--- config.mk ---
export PLATFORM = sky130hd
export DESIGN_NAME = memory_access_stage
export DESIGN_NICKNAME = d
export VERILOG_FILES = /design/src/rtl/memory_access_stage_pkg.sv /design/src/rtl/memory_access_stage_mem_data_align.sv /design/src/rtl/memory_access_stage.sv
export SDC_FILE = /design/constraint.sdc
export NUM_CORES = 1
export LEC_CHECK = 0
export CAP_MARGIN = 20
export CORE_ASPECT_RATIO = 0.9
export CORE_UTILIZATION = 42
export CTS_CLUSTER_DIAMETER = 50
export CTS_CLUSTER_SIZE = 25
export DETAILED_ROUTE_END_ITERATION = 7
export GPL_TIMING_DRIVEN = 0
export PLACE_DENSITY = 0.78
export SLEW_MARGIN = 25
export SYNTH_ARGS = -nofsm -noshare
export SYNTH_HDL_FRONTEND = slang
export SYNTH_HIERARCHICAL = 1
export SYNTH_SLANG_ARGS = --single-unit
--- constraint.sdc ---
create_clock -name clk -period 6.1 [get_ports clk]
set_input_delay 1.22 -clock clk [delete_from_list [all_inputs] [get_ports clk]]
set_output_delay 1.22 -clock clk [all_outputs]
set_load 0.005 [all_outputs]
--- src/rtl/memory_access_stage_pkg.sv ---
// Shared types for memory_access_stage: access size, FSM states and the
// instruction fields captured from the execute stage.
package memory_access_stage_pkg;

  localparam int unsigned INSN_WIDTH = 32;

  typedef enum logic [1:0] {
    BYTE = 2'd0,
    HALF = 2'd1,
    WORD = 2'd2
  } mem_access_size_e;

  typedef enum logic [1:0] {
    IDLE      = 2'd0,
    REQ       = 2'd1,
    WAIT_RESP = 2'd2,
    DRAIN     = 2'd3
  } mem_stage_state_e;

  typedef struct packed {
    logic [INSN_WIDTH-1:0] pc;
    logic [INSN_WIDTH-1:0] insn;
    logic                  mem_read;
    logic                  mem_write;
    mem_access_size_e      size;
    logic                  load_unsigned;
    logic                  trap;
  } captured_insn_t;

  // Number of valid data bits for an access; the unused encoding behaves as a word.
  function automatic int unsigned size_bits(input mem_access_size_e size);
    case (size)
      BYTE:    return 8;
      HALF:    return 16;
      default: return 32;
    endcase
  endfunction

endpackage

--- src/rtl/memory_access_stage_mem_data_align.sv ---
// mem_data_align: purely combinational lane steering for the data memory port:
// store byte enables and replicated write data, load extract/extend, misalign detect.
module mem_data_align
  import memory_access_stage_pkg::*;
#(
  parameter  int unsigned DATA_WIDTH = 32,
  localparam int unsigned BE_WIDTH   = DATA_WIDTH / 8,
  localparam int unsigned OFF_WIDTH  = $clog2(BE_WIDTH)
) (
  input  mem_access_size_e      size,
  input  logic                  load_unsigned,
  input  logic [OFF_WIDTH-1:0]  offset,
  input  logic [DATA_WIDTH-1:0] store_data,
  input  logic [DATA_WIDTH-1:0] rdata,
  output logic [BE_WIDTH-1:0]   byte_en,
  output logic [DATA_WIDTH-1:0] wdata,
  output logic [DATA_WIDTH-1:0] load_value,
  output logic                  misaligned
);

  logic [BE_WIDTH-1:0]   be_base;
  logic [DATA_WIDTH-1:0] shifted;
  logic [DATA_WIDTH-1:0] ext_mask;
  logic                  sign_bit;

  always_comb begin
    be_base = '0;
    wdata   = '0;
    case (size)
      BYTE: begin
        be_base = BE_WIDTH'(1);
        wdata   = {BE_WIDTH{store_data[7:0]}};
      end
      HALF: begin
        be_base = BE_WIDTH'(3);
        wdata   = {(BE_WIDTH / 2){store_data[15:0]}};
      end
      default: begin
        be_base = BE_WIDTH'(15);
        wdata   = {(BE_WIDTH / 4){store_data[31:0]}};
      end
    endcase
    byte_en = be_base << offset;
  end

  always_comb begin
    case (size)
      BYTE:    misaligned = 1'b0;
      HALF:    misaligned = offset[0];
      default: misaligned = |offset[1:0];
    endcase
  end

  // The addressed lane is brought down to bit 0, then everything above the
  // access width is replaced by the sign bit or zeros.
  always_comb begin
    shifted  = rdata >> {offset, 3'b000};
    ext_mask = ~((DATA_WIDTH'(1) << size_bits(size)) - DATA_WIDTH'(1));
    case (size)
      BYTE:    sign_bit = ~load_unsigned & shifted[7];
      HALF:    sign_bit = ~load_unsigned & shifted[15];
      default: sign_bit = ~load_unsigned & shifted[31];
    endcase
    load_value = sign_bit ? (shifted | ext_mask) : (shifted & ~ext_mask);
  end

endmodule

--- src/rtl/memory_access_stage.sv ---
// memory_access_stage: registers execute results and runs loads/stores over a
// valid/ready data memory port. Optional stall counter: MEMORY_ACCESS_STAGE_STALL_COUNTER_EN.
module memory_access_stage
  import memory_access_stage_pkg::*;
#(
  parameter int unsigned ADDR_WIDTH = 32,
  parameter int unsigned DATA_WIDTH = 32
) (
  input  logic                    clk,
  input  logic                    rst,
  input  logic                    ex_valid,
  input  logic [31:0]             ex_pc,
  input  logic [31:0]             ex_insn,
  input  logic                    ex_mem_read,
  input  logic                    ex_mem_write,
  input  logic [1:0]              ex_mem_size,
  input  logic                    ex_load_unsigned,
  input  logic [DATA_WIDTH-1:0]   ex_dst_value,
  input  logic [DATA_WIDTH-1:0]   ex_store_data,
  input  logic                    ex_trap,
  input  logic                    flush,
  output logic                    stall_out,
  output logic                    dmem_req_valid,
  input  logic                    dmem_req_ready,
  output logic                    dmem_req_write,
  output logic [ADDR_WIDTH-1:0]   dmem_req_addr,
  output logic [DATA_WIDTH/8-1:0] dmem_req_byte_en,
  output logic [DATA_WIDTH-1:0]   dmem_req_wdata,
  input  logic                    dmem_resp_valid,
  input  logic [DATA_WIDTH-1:0]   dmem_resp_rdata,
  output logic                    ma_valid,
  output logic [31:0]             ma_pc,
  output logic [31:0]             ma_insn,
  output logic [DATA_WIDTH-1:0]   ma_dst_value,
  output logic                    ma_misaligned,
  output logic                    ma_trap
`ifdef MEMORY_ACCESS_STAGE_STALL_COUNTER_EN
  ,
  output logic [31:0]             perf_stall_cycles
`endif
);

  localparam int unsigned BE_WIDTH  = DATA_WIDTH / 8;
  localparam int unsigned OFF_WIDTH = $clog2(BE_WIDTH);

  mem_stage_state_e state, state_next;

  captured_insn_t        cap, ex_cap;
  logic [DATA_WIDTH-1:0] cap_dst;
  logic [DATA_WIDTH-1:0] cap_store_data;
  logic                  capture;
  logic                  ex_is_mem;

  mem_access_size_e      al_size;
  logic [OFF_WIDTH-1:0]  al_offset;
  logic [BE_WIDTH-1:0]   al_byte_en;
  logic [DATA_WIDTH-1:0] al_wdata;
  logic [DATA_WIDTH-1:0] al_load_value;
  logic                  al_misaligned;

  logic                  res_valid;
  logic [31:0]           res_pc;
  logic [31:0]           res_insn;
  logic [DATA_WIDTH-1:0] res_dst;
  logic                  res_misaligned;
  logic                  res_trap;

  always_comb begin
    ex_cap.pc            = ex_pc;
    ex_cap.insn          = ex_insn;
    ex_cap.mem_read      = ex_mem_read;
    ex_cap.mem_write     = ex_mem_write;
    ex_cap.size          = mem_access_size_e'(ex_mem_size);
    ex_cap.load_unsigned = ex_load_unsigned;
    ex_cap.trap          = ex_trap;
  end

  assign ex_is_mem = ex_mem_read | ex_mem_write;

  // One aligner serves both jobs: in IDLE it judges the incoming address,
  // otherwise it steers lanes for the captured access.
  always_comb begin
    if (state == IDLE) begin
      al_size   = ex_cap.size;
      al_offset = ex_dst_value[OFF_WIDTH-1:0];
    end else begin
      al_size   = cap.size;
      al_offset = cap_dst[OFF_WIDTH-1:0];
    end
  end

  mem_data_align #(
    .DATA_WIDTH (DATA_WIDTH)
  ) u_align (
    .size          (al_size),
    .load_unsigned (cap.load_unsigned),
    .offset        (al_offset),
    .store_data    (cap_store_data),
    .rdata         (dmem_resp_rdata),
    .byte_en       (al_byte_en),
    .wdata         (al_wdata),
    .load_value    (al_load_value),
    .misaligned    (al_misaligned)
  );

  assign stall_out        = (state != IDLE);
  assign dmem_req_valid   = (state == REQ);
  assign dmem_req_write   = dmem_req_valid & cap.mem_write;
  assign dmem_req_addr    = dmem_req_valid ?
                            {cap_dst[ADDR_WIDTH-1:OFF_WIDTH], {OFF_WIDTH{1'b0}}} : '0;
  assign dmem_req_byte_en = dmem_req_valid ? al_byte_en : '0;
  assign dmem_req_wdata   = dmem_req_write ? al_wdata : '0;

  always_comb begin
    // NOTE: every variable gets a default before the case so no path can infer a latch.
    state_next     = state;
    capture        = 1'b0;
    res_valid      = 1'b0;
    res_pc         = cap.pc;
    res_insn       = cap.insn;
    res_dst        = cap_dst;
    res_misaligned = 1'b0;
    res_trap       = 1'b0;
    case (state)
      IDLE: begin
        if (ex_valid && !flush) begin
          capture = 1'b1;
          if (ex_is_mem && !ex_trap && !al_misaligned) begin
            state_next = REQ;
          end else begin
            res_valid      = 1'b1;
            res_pc         = ex_pc;
            res_insn       = ex_insn;
            res_dst        = ex_dst_value;
            res_misaligned = ex_is_mem & al_misaligned;
            res_trap       = ex_trap | (ex_is_mem & al_misaligned);
          end
        end
      end
      REQ: begin
        if (flush) begin
          // An accepted load still owes a response; an accepted store is simply done.
          state_next = (dmem_req_ready && !cap.mem_write) ? DRAIN : IDLE;
        end else if (dmem_req_ready) begin
          if (cap.mem_write) begin
            res_valid  = 1'b1;
            state_next = IDLE;
          end else begin
            state_next = WAIT_RESP;
          end
        end
      end
      WAIT_RESP: begin
        if (flush) begin
          state_next = dmem_resp_valid ? IDLE : DRAIN;
        end else if (dmem_resp_valid) begin
          res_valid  = 1'b1;
          res_dst    = al_load_value;
          state_next = IDLE;
        end
      end
      DRAIN: begin
        if (dmem_resp_valid) state_next = IDLE;
      end
      default: state_next = IDLE;
    endcase
  end

  always_ff @(posedge clk) begin
    if (rst) begin
      // NOTE: captured state is reset too, so every request field reads zero out of reset.
      state          <= IDLE;
      cap            <= '0;
      cap_dst        <= '0;
      cap_store_data <= '0;
      ma_valid       <= 1'b0;
      ma_pc          <= '0;
      ma_insn        <= '0;
      ma_dst_value   <= '0;
      ma_misaligned  <= 1'b0;
      ma_trap        <= 1'b0;
    end else begin
      // NOTE: non-blocking assignments so every register samples pre-edge values.
      state    <= state_next;
      ma_valid <= res_valid;
      if (capture) begin
        cap            <= ex_cap;
        cap_dst        <= ex_dst_value;
        cap_store_data <= ex_store_data;
      end
      if (res_valid) begin
        ma_pc         <= res_pc;
        ma_insn       <= res_insn;
        ma_dst_value  <= res_dst;
        ma_misaligned <= res_misaligned;
        ma_trap       <= res_trap;
      end
    end
  end

`ifdef MEMORY_ACCESS_STAGE_STALL_COUNTER_EN
  always_ff @(posedge clk) begin
    if (rst)            perf_stall_cycles <= '0;
    else if (stall_out) perf_stall_cycles <= perf_stall_cycles + 32'd1;
  end
`endif

endmodule
# --- Word-level counts from Yosys, hierarchy flattened ---
# Index checks and enable logic that the tools add are counted.
totals:
  in_bits: 172
  wordCells: 98
  reg_bits: 233
  output_inout_bits: 170
op_classes:
  n_eq_ne: 7
  shifts: 3
  addsub: 1
  n_bitwise: 12
  muxes: 48
  reduce_logical: 13
ops:
  columns: ["cell", "count"]
  rows:
  - ["$mux 32", 13]
  - ["$pmux 32 s2", 2]
  - ["$not 32->32", 2]
  - ["$and 32x32->32", 1]
  - ["$or 32x32->32", 1]
  - ["$shl 1x6->32 const A", 1]
  - ["$shr 32x5->32", 1]
  - ["$sub 32x2->32 const B", 1]
  - ["$mux 2", 11]
  - ["$mux 1", 15]
  - ["$pmux 6 s2", 1]
  - ["$pmux 2 s4", 1]
  - ["$pmux 4 s2", 1]
  - ["$and 1x1->1", 5]
  - ["$eq 2x1->1 const B", 2]
  - ["$eq 2x2->1 const B", 2]
  - ["$logic_and 1x1->1", 4]
  - ["$logic_not 1->1", 4]
  - ["$logic_not 2->1", 2]
  - ["$mux 4", 1]
  - ["$ne 2x1->1 const B", 2]
  - ["$pmux 1 s2", 2]
  - ["$shl 4x2->4", 1]
  - ["$ne 3x2->1 const B", 1]
  - ["other kinds (6)", 7]

# --- Logic depth before layout (Yosys ltp) ---
depth:
  depth_word: 13
  mapped_depth: 21
  depth_no_buf: 12

# --- By module ---
# Netlist, hierarchy kept.
by_module_without_submodules:
  columns: ["mod", "area_each_um2", "cells_per_inst", "seq_area_each_um2", "instances"]
  rows:
  - ["memory_access_stage", 10934.2, 1365, 4664.5, 1]
  - ["mem_data_align", 1546.5, 235, 0.0, 1]

# --- Worst setup path before layout ---
# OpenSTA, ideal clock, no wires.
synth_timing:
  path_type: "input-to-reg"
  from: "input ex_mem_size[0]"
  to: "register ma_dst_value[0]"
  stages: 16
  setup_ps: 74
  t_arrival_ps: 4516
  n_path_buf: 7
  required_time_ps: 6026
  path_slack_ps: 1510
  path_cell_list: "mux2_2 -> buf_4 -> or2_1 -> clkbuf_1 -> ha_1 -> buf_2 -> buf_2 -> buf_1 -> a21oi_1 -> nor2_1 -> or2_2 -> buf_2 -> o21ai_1 -> buf_2 -> mux2_2 -> a31oi_1"
synth_via:
  elab_cells_between_ends: 23
  classes_between: "add/sub (1); eq/ne (1); shift (1); mux (13); bitwise (4); reduce/logical (3)"
synth_lines:
  columns: ["item", "line", "rtl"]
  rows:
  - ["start: declaration", "memory_access_stage.sv:16", "input logic [1:0] ex_mem_size,"]
  - ["$mux 2 *", "memory_access_stage.sv:83", "if (state == IDLE) begin"]
  - ["$eq 2x1->1 or $logic_not 2->1 (tied branches)", "memory_access_stage_mem_data_align.sv:47", "case (size)"]
  - ["$pmux 1 s2 *", "memory_access_stage_mem_data_align.sv:47", null]
  - ["named net al_misaligned", "memory_access_stage.sv:59", "logic al_misaligned;"]
  - ["$logic_not 1->1 *", "memory_access_stage.sv:128", "if (ex_is_mem && !ex_trap && !al_misaligned) begin"]
  - ["$logic_and 1x1->1 *", "memory_access_stage.sv:128", null]
  - ["$mux 1 or $mux 32 (tied branches)", "memory_access_stage.sv:128", null]
  - ["$mux 1 or $mux 32 (tied branches)", "memory_access_stage.sv:126", "if (ex_valid && !flush) begin"]
  - ["$pmux 1 s3 or $pmux 32 s2 (tied branches)", "memory_access_stage.sv:124", "case (state)"]
  - ["end signal: assignment", "memory_access_stage.sv:194", "ma_dst_value <= res_dst;"]
  - ["end: declaration", "memory_access_stage.sv:34", "output logic [DATA_WIDTH-1:0] ma_dst_value,"]
# The timed path passes the listed nets; every way through them passes the cells marked *.
# A chain may end at the register's enable or synchronous reset.

# --- Worst setup path after layout ---
layout_timing:
  from: "register state[0]"
  to: "output dmem_req_wdata[11]"
layout_via:
  elab_chain_len: 5
  elab_cells_between_ends: 8
  classes_between: "eq/ne (2); mux (3); bitwise (1); reduce/logical (2)"
layout_lines:
  columns: ["item", "line", "rtl"]
  rows:
  - ["start: declaration", "memory_access_stage.sv:46", "mem_stage_state_e state, state_next;"]
  - ["start signal: assignment", "memory_access_stage.sv:184", "state <= state_next;"]
  - ["$logic_not 2->1 *", "memory_access_stage.sv:83", null]
  - ["$mux 2 *", "memory_access_stage.sv:83", null]
  - ["named net al_size[0]", "memory_access_stage.sv:54", "mem_access_size_e al_size;"]
  - ["$eq 2x1->1 or $logic_not 2->1 (tied branches)", "memory_access_stage_mem_data_align.sv:29", "case (size)"]
  - ["$pmux 32 s2 *", "memory_access_stage_mem_data_align.sv:29", null]
  - ["named net al_wdata[11]", "memory_access_stage.sv:57", "logic [DATA_WIDTH-1:0] al_wdata;"]
  - ["$mux 32 *", "memory_access_stage.sv:112", "assign dmem_req_wdata = dmem_req_write ? al_wdata : '0;"]
  - ["end: declaration", "memory_access_stage.sv:28", "output logic [DATA_WIDTH-1:0] dmem_req_wdata,"]
# Marks and branches as above.

==> results.tsv <==
stage	metric	value	unit
status	status	completed	
critical_path	critPathMaxStageDelay	0.50	ns
routing	num_vias	13674	
floorplan	die_w	183.7	um
global_routing	grt_pass1_vias	12899	
sta	min_period_over_period	0.9622	
cts	clock_latency	0.55	ns
global_routing	overflow	0	
yosys	seq_area_frac_synth	0.3737	
critical_path	cp-start-kind	register	
floorplan	core	0.02909	mm2
sta	hold_violations	0	
critical_path	r2r_start	state[0]$_SDFFE_PP0P_	
critical_path	path_cells	buf_2 -> nor2_2 -> clkbuf_2 -> mux2_2 -> buf_4 -> or2_1 -> clkbuf_2 -> ha_1 -> buf_2 -> buf_2 -> clkbuf_2 -> o31ai_1 -> and3_1 -> clkdlybuf4s50_1	
yosys	yosys.cell_types.count	61	
routing	antenna_left	0	
finish	syn2layout_area_growth	38.52	%
sta	setup_tns	0	ns
floorplan	die_area	0.03041	mm2
routing	viasPerCell	5.726	
power	p_leak	0.006173	uW
critical_path	worstPathRequired	4.88	ns
global_routing	track_usage	0.3047	
critical_path	worst-path-buf-inv	8	
finish	num-nets-final	2142	
hold_path	min_path_cells	2	
floorplan	dieHeight	165.5	um
critical_path	crit_path_max_fanout	11	
critical_path	cp_num_cells	14	
finish	post-route-cell-area	0.01729	mm2
sta	fmax	170.4	MHz
global_routing	antenna_found_initial	5	
floorplan	row_count	59	
finish	utilization	0.5944	
routing	wl_per_cell	20.16	um
critical_path	critPathLaunch	state[0]$_SDFFE_PP0P_	
sta	finalClockSkew	0.02742	ns
placement	place_congestion	1.029	
routing	remaining_drc_errors	0	
power	power.density	250.0	mW/mm2
global_routing	grt_start_max_net_pins	16	
cts	path_clk_slew	0.07	ns
routing	firstDrtPassIters	7	
floorplan	io_pins	342	
placement	placedInstanceArea	0.01636	mm2
sta	drv_slew	0	
yosys	async_flop_share	0	
cts	cts_root_buf	clkbuf_16	
routing	drt_iter0_markers	1467	
yosys	ys_ff_latch	233	
cts	h-tree-depth	1	
yosys	yosysWarnings	6	
cts	clk_path_buf_depth	3	
critical_path	r2r.worst_path.cells	20	
critical_path	crit_family	buffers and inverters	
sta	final-setup-viol-count	0	
cts	cts_buffers	27	
critical_path	cp_slowest_cell	clkdlybuf4s50_1	
critical_path	worst-setup-path-type	reg2out	
global_routing	grt_pass1_wl	72.24	mm
finish	instances_no_fill	2388	
finish	drive_above_1_share	0.1076	
yosys	avgSynthCellArea	7.800	um2
routing	wl	48.13	mm
cts	holdBufCountCts	0	
floorplan	initial_core_util	0.4291	
placement	io_buffers	338	
placement	hpwl	36.26	mm
yosys	synth_edf_count	0	
critical_path	worstSetupEndpointType	output port	
sta	fin_crit	5.869	ns
yosys	synthesis.area	0.01248	mm2
sta	relSlewSlack	0.4625	
placement	dpl.cell_count	2335	
hold_path	hold_class	reg2reg	
sta	tightest_slew	0.8033	ns
yosys	synthCells	1600	
cts	cts_tree	built	
critical_path	cp_data_arrival_time	4.65	ns
cts	clock_sinks	233	
sta	rsz0062_at_grt	no	
power	total_power	4322	uW
hold_path	min-delay-start	cap_store_data[23]$_SDFFE_PP0P_	
power	ir_drop	0.2684	mV
yosys	synth-main-ff-cell	dfxtp_1	
run	maxCapViolations	0	
## cells by family after synthesis
kind of cell,synth area share
adder cells (fa/ha/maj),0.002005
AO/OA/AOI/OAI,0.2470
multiplexers,0.04521
flip-flops,0.3737
buffers and inverters,0.06697
AND/OR/NAND/NOR,0.2648
other,0.0003005
## layout make-up
| cell class | instances | area [um2] |
|---|---|---|
| diodes | 3 | 7.507 |
| plain buffers | 176 | 822.0 |
| clock buffers | 30 | 706.9 |
| clock inverters | 20 | 192.7 |
| fillers | 2609 | 11800 |
| inverters | 5 | 18.77 |
| multi-input cells | 1187 | 6997 |
| flip-flops and latches | 233 | 4664 |
| well taps | 396 | 495.5 |
| repair buffers | 338 | 3383 |
## routing by layer
| layer | track usage | vias to the layer above | part of all wire |
|---|---|---|---|
| met4 | 0.1098 | 0 | 0.034 |
| met3 | 0.05658 | 101 | 0.092 |
| li1 | - | 6410 | - |
| met5 | 0 | - | 0 |
| met2 | 0.4919 | 729 | 0.45 |
| met1 | 0.4056 | 6434 | 0.43 |
## stage by stage
step           setup slack, ns  hold WS [ns]
6_report                0.2307        0.4550
5_1_grt                0.08382        0.4737
4_1_cts                0.01817        0.4557
3_5_place_dp           -0.1935        0.4467
3_3_place_gp           -0.1082        0.4418
2_1_floorplan            1.510        0.4338
## cell usage in the layout (no fill, tap or decap), drive strengths merged, types with 3 or more instances in the layout
master,netlist,layout
a31oi,27,27
a21oi,158,158
diode,0,3
o21ai,23,23
nor3,4,4
o32ai,3,3
o211ai,9,9
nor2b,13,13
nand2,495,495
or2,7,7
a311oi,64,64
clkdlybuf4s50,0,338
o221a,5,5
buf,64,62
mux2i,26,26
o41ai,24,24
nand4,4,4
clkinv,0,6
nand3,7,7
nand3b,7,7
nor2,34,34
a22oi,32,32
clkbuf,112,144
a22o,30,30
nor4,64,64
o211a,4,4
nand2b,4,4
and2,45,45
o31ai,8,8
and3,32,32
clkinvlp,0,4
inv,5,14
dfxtp,233,233
a211oi,10,10
mux2,27,27
o2bb2ai,7,7
## worst min-delay path, cell delays in order, from the launching register on
cell and delay [ns]:
dfxtp_1 0.31, nand2_1 0.05, a21oi_1 0.05
## where the power goes
part / switching, uW / internal, uW / leakage (uW)
sequential: 75.5 / 1630 / 0.00191
combinational: 526 / 454 / 0.00383
clock: 734 / 907 / 0.000431
total: 1330 / 2990 / 0.00617
## timing repair
| action | in CTS | in global routing |
|---|---|---|
| pin swaps | 0 | 0 |
| setup buffers | 0 | 0 |
| endpoints found under the setup margin | 33 | 73 |
| gates resized for setup | 1 | 7 |
| endpoints found under the hold margin | 0 | 0 |
## final timing paths
check	endpoint	slack (ns)
max	dmem_req_wdata[11]	0.23
min	cap_store_data[23]$_SDFFE_PP0P_	0.46
max reg2reg	ma_pc[22]$_SDFFE_PP0P_	0.43
min reg2reg	cap_store_data[23]$_SDFFE_PP0P_	0.46
## sequential cells by signal, summed over array words and instances (netlist names)
| name | count |
|---|---|
| cap | 68 |
| cap_dst | 32 |
| cap_store_data | 32 |
| ma_dst_value | 32 |
| ma_insn | 32 |
| ma_misaligned | 1 |
| ma_pc | 32 |
| ma_trap | 1 |
| ma_valid | 1 |
| state | 2 |
## synthesized netlist by cell type (all sizes together), types with 2 or more instances
library cell,count,share of area
nor3b,2,0.0020
o41ai,24,0.017
o21ai,23,0.0095
nor3,4,0.0029
o2bb2ai,7,0.0049
nand3b,7,0.0042
o211a,4,0.0032
nor4,64,0.032
nand4bb,2,0.0031
dfxtp,233,0.37
ha,2,0.0020
o221a,5,0.0045
mux2,27,0.024
nor2,34,0.010
o32ai,3,0.0021
nand2b,4,0.0020
a31oi,27,0.014
o211ai,9,0.0065
nand3,7,0.0038
inv,5,0.0015
a22o,30,0.021
a22oi,32,0.020
nand4,4,0.0037
nor2b,13,0.0065
mux2i,26,0.021
clkbuf,112,0.034
and2,45,0.023
o31ai,8,0.0048
or2,7,0.0035
a211oi,10,0.0060
buf,64,0.032
and3,32,0.016
a311oi,64,0.067
nand2,495,0.15
a21oi,158,0.064
Power figures use the tool's default switching activity.
